[config.mk]
export PLATFORM = sky130hd
export DESIGN_NAME = mic_pair_scheduler
export DESIGN_NICKNAME = d
export VERILOG_FILES = /design/src/rtl/mic_pair_scheduler_pkg.sv /design/src/rtl/mic_pair_scheduler_timer.sv /design/src/rtl/mic_pair_scheduler.sv
export SDC_FILE = /design/constraint.sdc
export NUM_CORES = 1
export LEC_CHECK = 0
export BUFFER_PORTS_ARGS = -buffer_cell sky130_fd_sc_hd__buf_4
export CORE_ASPECT_RATIO = 0.5
export CORE_UTILIZATION = 45
export DETAILED_ROUTE_END_ITERATION = 8
export GPL_ROUTABILITY_DRIVEN = 0
export GPL_TIMING_DRIVEN = 0
export PLACE_DENSITY = 0.77
export SYNTH_ARGS = -nofsm -noshare
export SYNTH_HDL_FRONTEND = slang
export SYNTH_SLANG_ARGS = --single-unit
[constraint.sdc]
create_clock -name clk_60MHz -period 5.85 [get_ports clk_60MHz]
set_clock_uncertainty 0.1 [all_clocks]
set_input_delay 1.17 -clock clk_60MHz [delete_from_list [all_inputs] [get_ports clk_60MHz]]
set_output_delay 1.17 -clock clk_60MHz [all_outputs]
set_load 0.005 [all_outputs]
[src/rtl/mic_pair_scheduler_pkg.sv]
// Shared definitions for the microphone-pair scheduler: state encoding,
// default lag width and the lag-vector packing helper.
package mic_pkg;

  localparam logic [2:0] ST_IDLE    = 3'd0;
  localparam logic [2:0] ST_START   = 3'd1;
  localparam logic [2:0] ST_WAIT    = 3'd2;
  localparam logic [2:0] ST_NEXT    = 3'd3;
  localparam logic [2:0] ST_PUBLISH = 3'd4;

  typedef enum logic [2:0] {
    S_IDLE    = ST_IDLE,
    S_START   = ST_START,
    S_WAIT    = ST_WAIT,
    S_NEXT    = ST_NEXT,
    S_PUBLISH = ST_PUBLISH
  } mic_state_e;

  localparam int MIC_LAG_W = 6;

  // Pair k's lag occupies bits [k*lag_w +: lag_w] of every packed lag vector.
  function automatic int lag_lsb(input int pair, input int lag_w);
    return pair * lag_w;
  endfunction

endpackage

[src/rtl/mic_pair_scheduler_timer.sv]
// Per-pair watchdog: cleared on load, counts while enabled, and flags the
// last allowed cycle of the window so the scheduler can give up on a pair.
module mps_timeout_timer #(
  parameter int TIMEOUT = 2097152,
  parameter int TMR_W   = 22
) (
  input  logic clk_60MHz,
  input  logic rst_n,
  input  logic load,
  input  logic cnt_en,
  output logic expire
);

  logic [TMR_W-1:0] cnt_q, cnt_d;

  always_comb begin
    cnt_d = cnt_q;
    if (load) begin
      cnt_d = '0;
    end else if (cnt_en) begin
      cnt_d = cnt_q + TMR_W'(1);
    end
  end

  always_ff @(posedge clk_60MHz or negedge rst_n) begin
    if (!rst_n) begin
      cnt_q <= '0;
    end else begin
      cnt_q <= cnt_d;
    end
  end

  assign expire = cnt_en && (cnt_q == TMR_W'(TIMEOUT - 1));

endmodule

[src/rtl/mic_pair_scheduler.sv]
// Round-robin scheduler for the mic-pair cross-correlators: starts one pair
// at a time, collects its lag (or a timeout), and publishes a full frame.
module mic_pair_scheduler
  import mic_pkg::*;
#(
  parameter int NPAIR   = 4,
  parameter int LAG_W   = MIC_LAG_W,
  parameter int TIMEOUT = 2097152,
  parameter int TMR_W   = 22
) (
  input  logic                   clk_60MHz,
  input  logic                   rst_n,
  input  logic                   run_en,
  input  logic                   one_shot,
  output logic [NPAIR-1:0]       sub_start,
  input  logic [NPAIR-1:0]       sub_done,
  input  logic [NPAIR*LAG_W-1:0] sub_lag,
  output logic                   res_valid,
  input  logic                   res_ready,
  output logic [NPAIR*LAG_W-1:0] res_lags,
  output logic [NPAIR-1:0]       res_tmo_mask,
  output logic                   busy,
  output logic [15:0]            frame_cnt
);

  localparam int IDX_W = (NPAIR > 1) ? $clog2(NPAIR) : 1;

  mic_state_e             state_q, state_d;
  logic [IDX_W-1:0]       idx_q, idx_d;
  logic [NPAIR*LAG_W-1:0] wlag_q, wlag_d;
  logic [NPAIR-1:0]       wmask_q, wmask_d;
  logic [NPAIR*LAG_W-1:0] res_lags_q, res_lags_d;
  logic [NPAIR-1:0]       res_mask_q, res_mask_d;
  logic                   res_valid_q, res_valid_d;
  logic [15:0]            frame_cnt_q, frame_cnt_d;

  logic tmr_load;
  logic tmr_en;
  logic tmr_expire;

  assign tmr_load = (state_q == S_START);
  assign tmr_en   = (state_q == S_WAIT);

  mps_timeout_timer #(
    .TIMEOUT (TIMEOUT),
    .TMR_W   (TMR_W)
  ) u_timer (
    .clk_60MHz (clk_60MHz),
    .rst_n     (rst_n),
    .load      (tmr_load),
    .cnt_en    (tmr_en),
    .expire    (tmr_expire)
  );

  always_comb begin
    state_d     = state_q;
    idx_d       = idx_q;
    wlag_d      = wlag_q;
    wmask_d     = wmask_q;
    res_lags_d  = res_lags_q;
    res_mask_d  = res_mask_q;
    res_valid_d = res_valid_q;
    frame_cnt_d = frame_cnt_q;

    case (state_q)
      S_IDLE: begin
        if (run_en || one_shot) begin
          state_d = S_START;
          idx_d   = '0;
          wlag_d  = '0;
          wmask_d = '0;
        end
      end

      S_START: begin
        state_d = S_WAIT;
      end

      S_WAIT: begin
        // The lag is only guaranteed valid alongside done, so it is taken now.
        if (sub_done[idx_q]) begin
          wlag_d[lag_lsb(int'(idx_q), LAG_W) +: LAG_W] =
            sub_lag[lag_lsb(int'(idx_q), LAG_W) +: LAG_W];
          wmask_d[idx_q] = 1'b0;
          state_d        = S_NEXT;
        end else if (tmr_expire) begin
          wlag_d[lag_lsb(int'(idx_q), LAG_W) +: LAG_W] = '0;
          wmask_d[idx_q] = 1'b1;
          state_d        = S_NEXT;
        end
      end

      S_NEXT: begin
        if (idx_q == IDX_W'(NPAIR - 1)) begin
          res_lags_d  = wlag_q;
          res_mask_d  = wmask_q;
          res_valid_d = 1'b1;
          state_d     = S_PUBLISH;
        end else begin
          idx_d   = idx_q + IDX_W'(1);
          state_d = S_START;
        end
      end

      S_PUBLISH: begin
        if (res_ready) begin
          res_valid_d = 1'b0;
          frame_cnt_d = frame_cnt_q + 16'd1;
          if (run_en) begin
            state_d = S_START;
            idx_d   = '0;
            wlag_d  = '0;
            wmask_d = '0;
          end else begin
            state_d = S_IDLE;
          end
        end
      end

      default: begin
        state_d = S_IDLE;
      end
    endcase
  end

  always_ff @(posedge clk_60MHz or negedge rst_n) begin
    if (!rst_n) begin
      state_q     <= S_IDLE;
      idx_q       <= '0;
      wlag_q      <= '0;
      wmask_q     <= '0;
      res_lags_q  <= '0;
      res_mask_q  <= '0;
      res_valid_q <= 1'b0;
      frame_cnt_q <= '0;
    end else begin
      state_q     <= state_d;
      idx_q       <= idx_d;
      wlag_q      <= wlag_d;
      wmask_q     <= wmask_d;
      res_lags_q  <= res_lags_d;
      res_mask_q  <= res_mask_d;
      res_valid_q <= res_valid_d;
      frame_cnt_q <= frame_cnt_d;
    end
  end

  always_comb begin
    sub_start = '0;
    if (state_q == S_START) begin
      sub_start[idx_q] = 1'b1;
    end
  end

  assign res_valid    = res_valid_q;
  assign res_lags     = res_lags_q;
  assign res_tmo_mask = res_mask_q;
  assign busy         = (state_q != S_IDLE);
  assign frame_cnt    = frame_cnt_q;

endmodule

==> results.md <==
* Run status: finished, final reports clean
* R2R Setup Slk at 2750 ps
* Pwr/cell area at between 300 and 400 nW/um^2
* Cell Area, Placed at between 5000 and 6000 um^2
* Max Clk Rate at 268 MHz
* Sink Count at 100
* CP Launch Type: register
* Total global-route track usage at 0.206
* CTS clk-pin slew, worst paths at around 70 ps
* Leakage power at approximately 3 nW
* Multi-input gate area at between 2000 and 2500 um^2
* Asr flop ratio synth at 1.00
* Num CTS Buffers at 9
* Syn Nets at around 480
* Sequential share of the synthesized area at 0.508
* Number of setup buffers added after CTS at 0
* # port buffers at roughly 80
* EDFF count, synth at 0
* Hold Crit Endpoint: u_timer.cnt_q[21]
* Initial antenna violation count at 0
* Chip width at ~150 um
* Final ANT Viol Nets at 0
* Filler cells at 882
* # diodes at 0
* Global route overflow at 0
* Slew @ Worst Pin at slightly below 700 ps
* Largest net degree at the start of global routing at 101
* Most used standard cell by instance count after synthesis: dfrtp_1
* Most used DFF post-synth: dfrtp_1
* Clock buffer depth at 2
* I/O pins at 83
* Number of global-route vias before repair at between 3000 and 4000
* Via density at about 5.6
* Gate Count Post-Synth at 439
* Max FO, Critical Path at 10
* WL per Instance at around 16 um
* Final WL at roughly 11000 um
* Starting DRT DRC Count at 250
* Worst hold stages at 1
* Post-synthesis average cell area at 11.2 um^2
* Cell area after synthesis at 4930 um^2
* Share of the synthesized area in the top cell type at 0.508
* CP required at 4580 ps
* Largest area contributor in the netlist: dfrtp_1
* Setup_tns at 0 ps
* Initial Util at 0.473
* Crit path arrival time at 2450 ps
* Register area at 2500 um^2
* Final Instance Area at just over 6000 um^2
* Hpwl dp at between 7000 and 8000 um
* Peak VDD IR at 0.220 mV
* RSZ-0062 raised after global routing: no
* CTS tree: yes
* Die Span Y at between 70 and 80 um
* Crit path kind: reg -> out
* Crit. End Element: primary output
* Most frequent cells after synthesis: dfrtp_1 (100), nand2_1 (44), mux2_2 (36), o21ai_0 (36), mux2i_1 (20)
* Hold Violations, Final at 0
* R2R depth at 10
* H-tree levels at 3
* Global-route wire length before repair at between 15000 and 20000 um
* Hold Path Origin: u_timer.cnt_q[21]
* Share of layout cells above drive strength 1 at 0.299
* R2R Path Start: idx_q[1]
* Headroom to the max-slew limit at 0.543
* DRC at 0
* Layout area overhead at 22.9%
* Number of distinct library cells after synthesis at 55
* Max-slew violations at 0
* Max Cap Viol at 0
* FF-to-FF End: wlag_q[6]
* Root Buffer: clkbuf_16
* Area contributors post-synth: dfrtp_1 (51%), mux2_2 (8.2%), mux2i_1 (4.1%), o21ai_0 (3.7%), nand2_1 (3.4%)
* Via count at between 3000 and 4000
* Core footprint at between 10000 and 15000 um^2
* First drt pass iteration count at 7
* FP Rows at 26
* Flops & latches, synth at 100
* Hold_buf cts at 0
* Die footprint at 11400 um^2
* PostCTS Resize Cnt at 0
* HP Class: reg -> reg
* Synth warn at 0
* Skew-Pair Late Insertion Delay at roughly 350 ps
* Final period utilization at 0.637
* Final net count at between 500 and 600
* Finish-stage setup viols at 0
* Post-route minimum period at roughly 3700 ps
[cells in the final DEF (no fill, tap or decap), drive strengths merged, types with 4 or more instances in the layout]
cell type,count
dfrtp,100
o2bb2ai,14
o31ai,4
xor2,7
clkbuf,20
mux2,36
o21ai,38
nand2b,7
a31oi,4
and4,5
nor3,10
nand2,44
nor2,21
ha,7
xnor2,12
nor2b,4
a22o,7
inv,11
buf,92
nand3,19
and3,10
mux2i,20
nand4,9
[how the worst max path moves through the flow]
stage / cells after the start / start / end
3_5_place_dp: 8 / idx_q[1] / sub_start[0]
4_1_cts: 8 / idx_q[1] / sub_start[0]
3_3_place_gp: 8 / idx_q[1] / sub_start[0]
6_report: 8 / idx_q[1] / sub_start[0]
5_1_grt: 8 / idx_q[1] / sub_start[0]
2_1_floorplan: 7 / idx_q[1] / sub_start[0]
[state kept, by name, indices dropped and copies added (netlist names)]
| name | count |
|---|---|
| res_lags | 24 |
| wlag_q | 24 |
| u_timer.cnt_q | 22 |
| frame_cnt | 16 |
| res_tmo_mask | 4 |
| wmask_q | 4 |
| state_q | 3 |
| idx_q | 2 |
| res_valid | 1 |
[cell families (layout without fill, tap and decap cells)]
| group | count (synthesis) | count (layout) | share of synthesized area |
|---|---|---|---|
| xor+xnor | 19 | 19 | 0.0338 |
| simple gates | 145 | 145 | 0.166 |
| mux | 57 | 57 | 0.127 |
| fa+ha+maj | 7 | 7 | 0.0178 |
| flops | 100 | 100 | 0.508 |
| compound gates | 82 | 82 | 0.120 |
| buf+inv | 29 | 128 | 0.0274 |
[stage by stage]
step,total power [W],cells,setup slack (ps),hold slack [ps],util
3_5_place_dp,0.00156,661,2510,367,0.549
2_1_floorplan,0.00132,439,3070,338,-
6_report,0.00217,678,2130,377,0.582
4_1_cts,0.00217,677,2130,381,0.579
3_3_place_gp,0.00154,661,2510,358,0.549
5_1_grt,0.00230,678,1970,392,0.582
[routing by layer]
layer	track usage	share of wire	vias up
met3	0.0473	0.051	19
met5	0	0	-
li1	-	-	1784
met4	0.0657	0.012	0
met1	0.284	0.46	1860
met2	0.322	0.48	107
[power by group]
part / internal [W] / switching [W]
clock: 0.000347 / 0.000267
sequential: 0.000735 / 0.0000345
combinational: 0.000294 / 0.000495
[worst max-delay path: stages, from the launching register on]
cell and delay, ps:
dfrtp_1 380, clkbuf_1 290, buf_2 350, inv_1 150, ha_1 200, clkbuf_1 230
inv_1 280, nor2_1 80, buf_4 150
[cell type report]
type,count,share of cell area
Sequential cell,100,0.413
Multi-Input combinational cell,310,0.378
Timing Repair Buffer,83,0.106
Clock buffer,10,0.0395
Tap cell,140,0.0289
Buffer,19,0.0161
Clock inverter,6,0.0120
Inverter,10,0.00620
No activity file was read; power rests on OpenSTA's default activity.
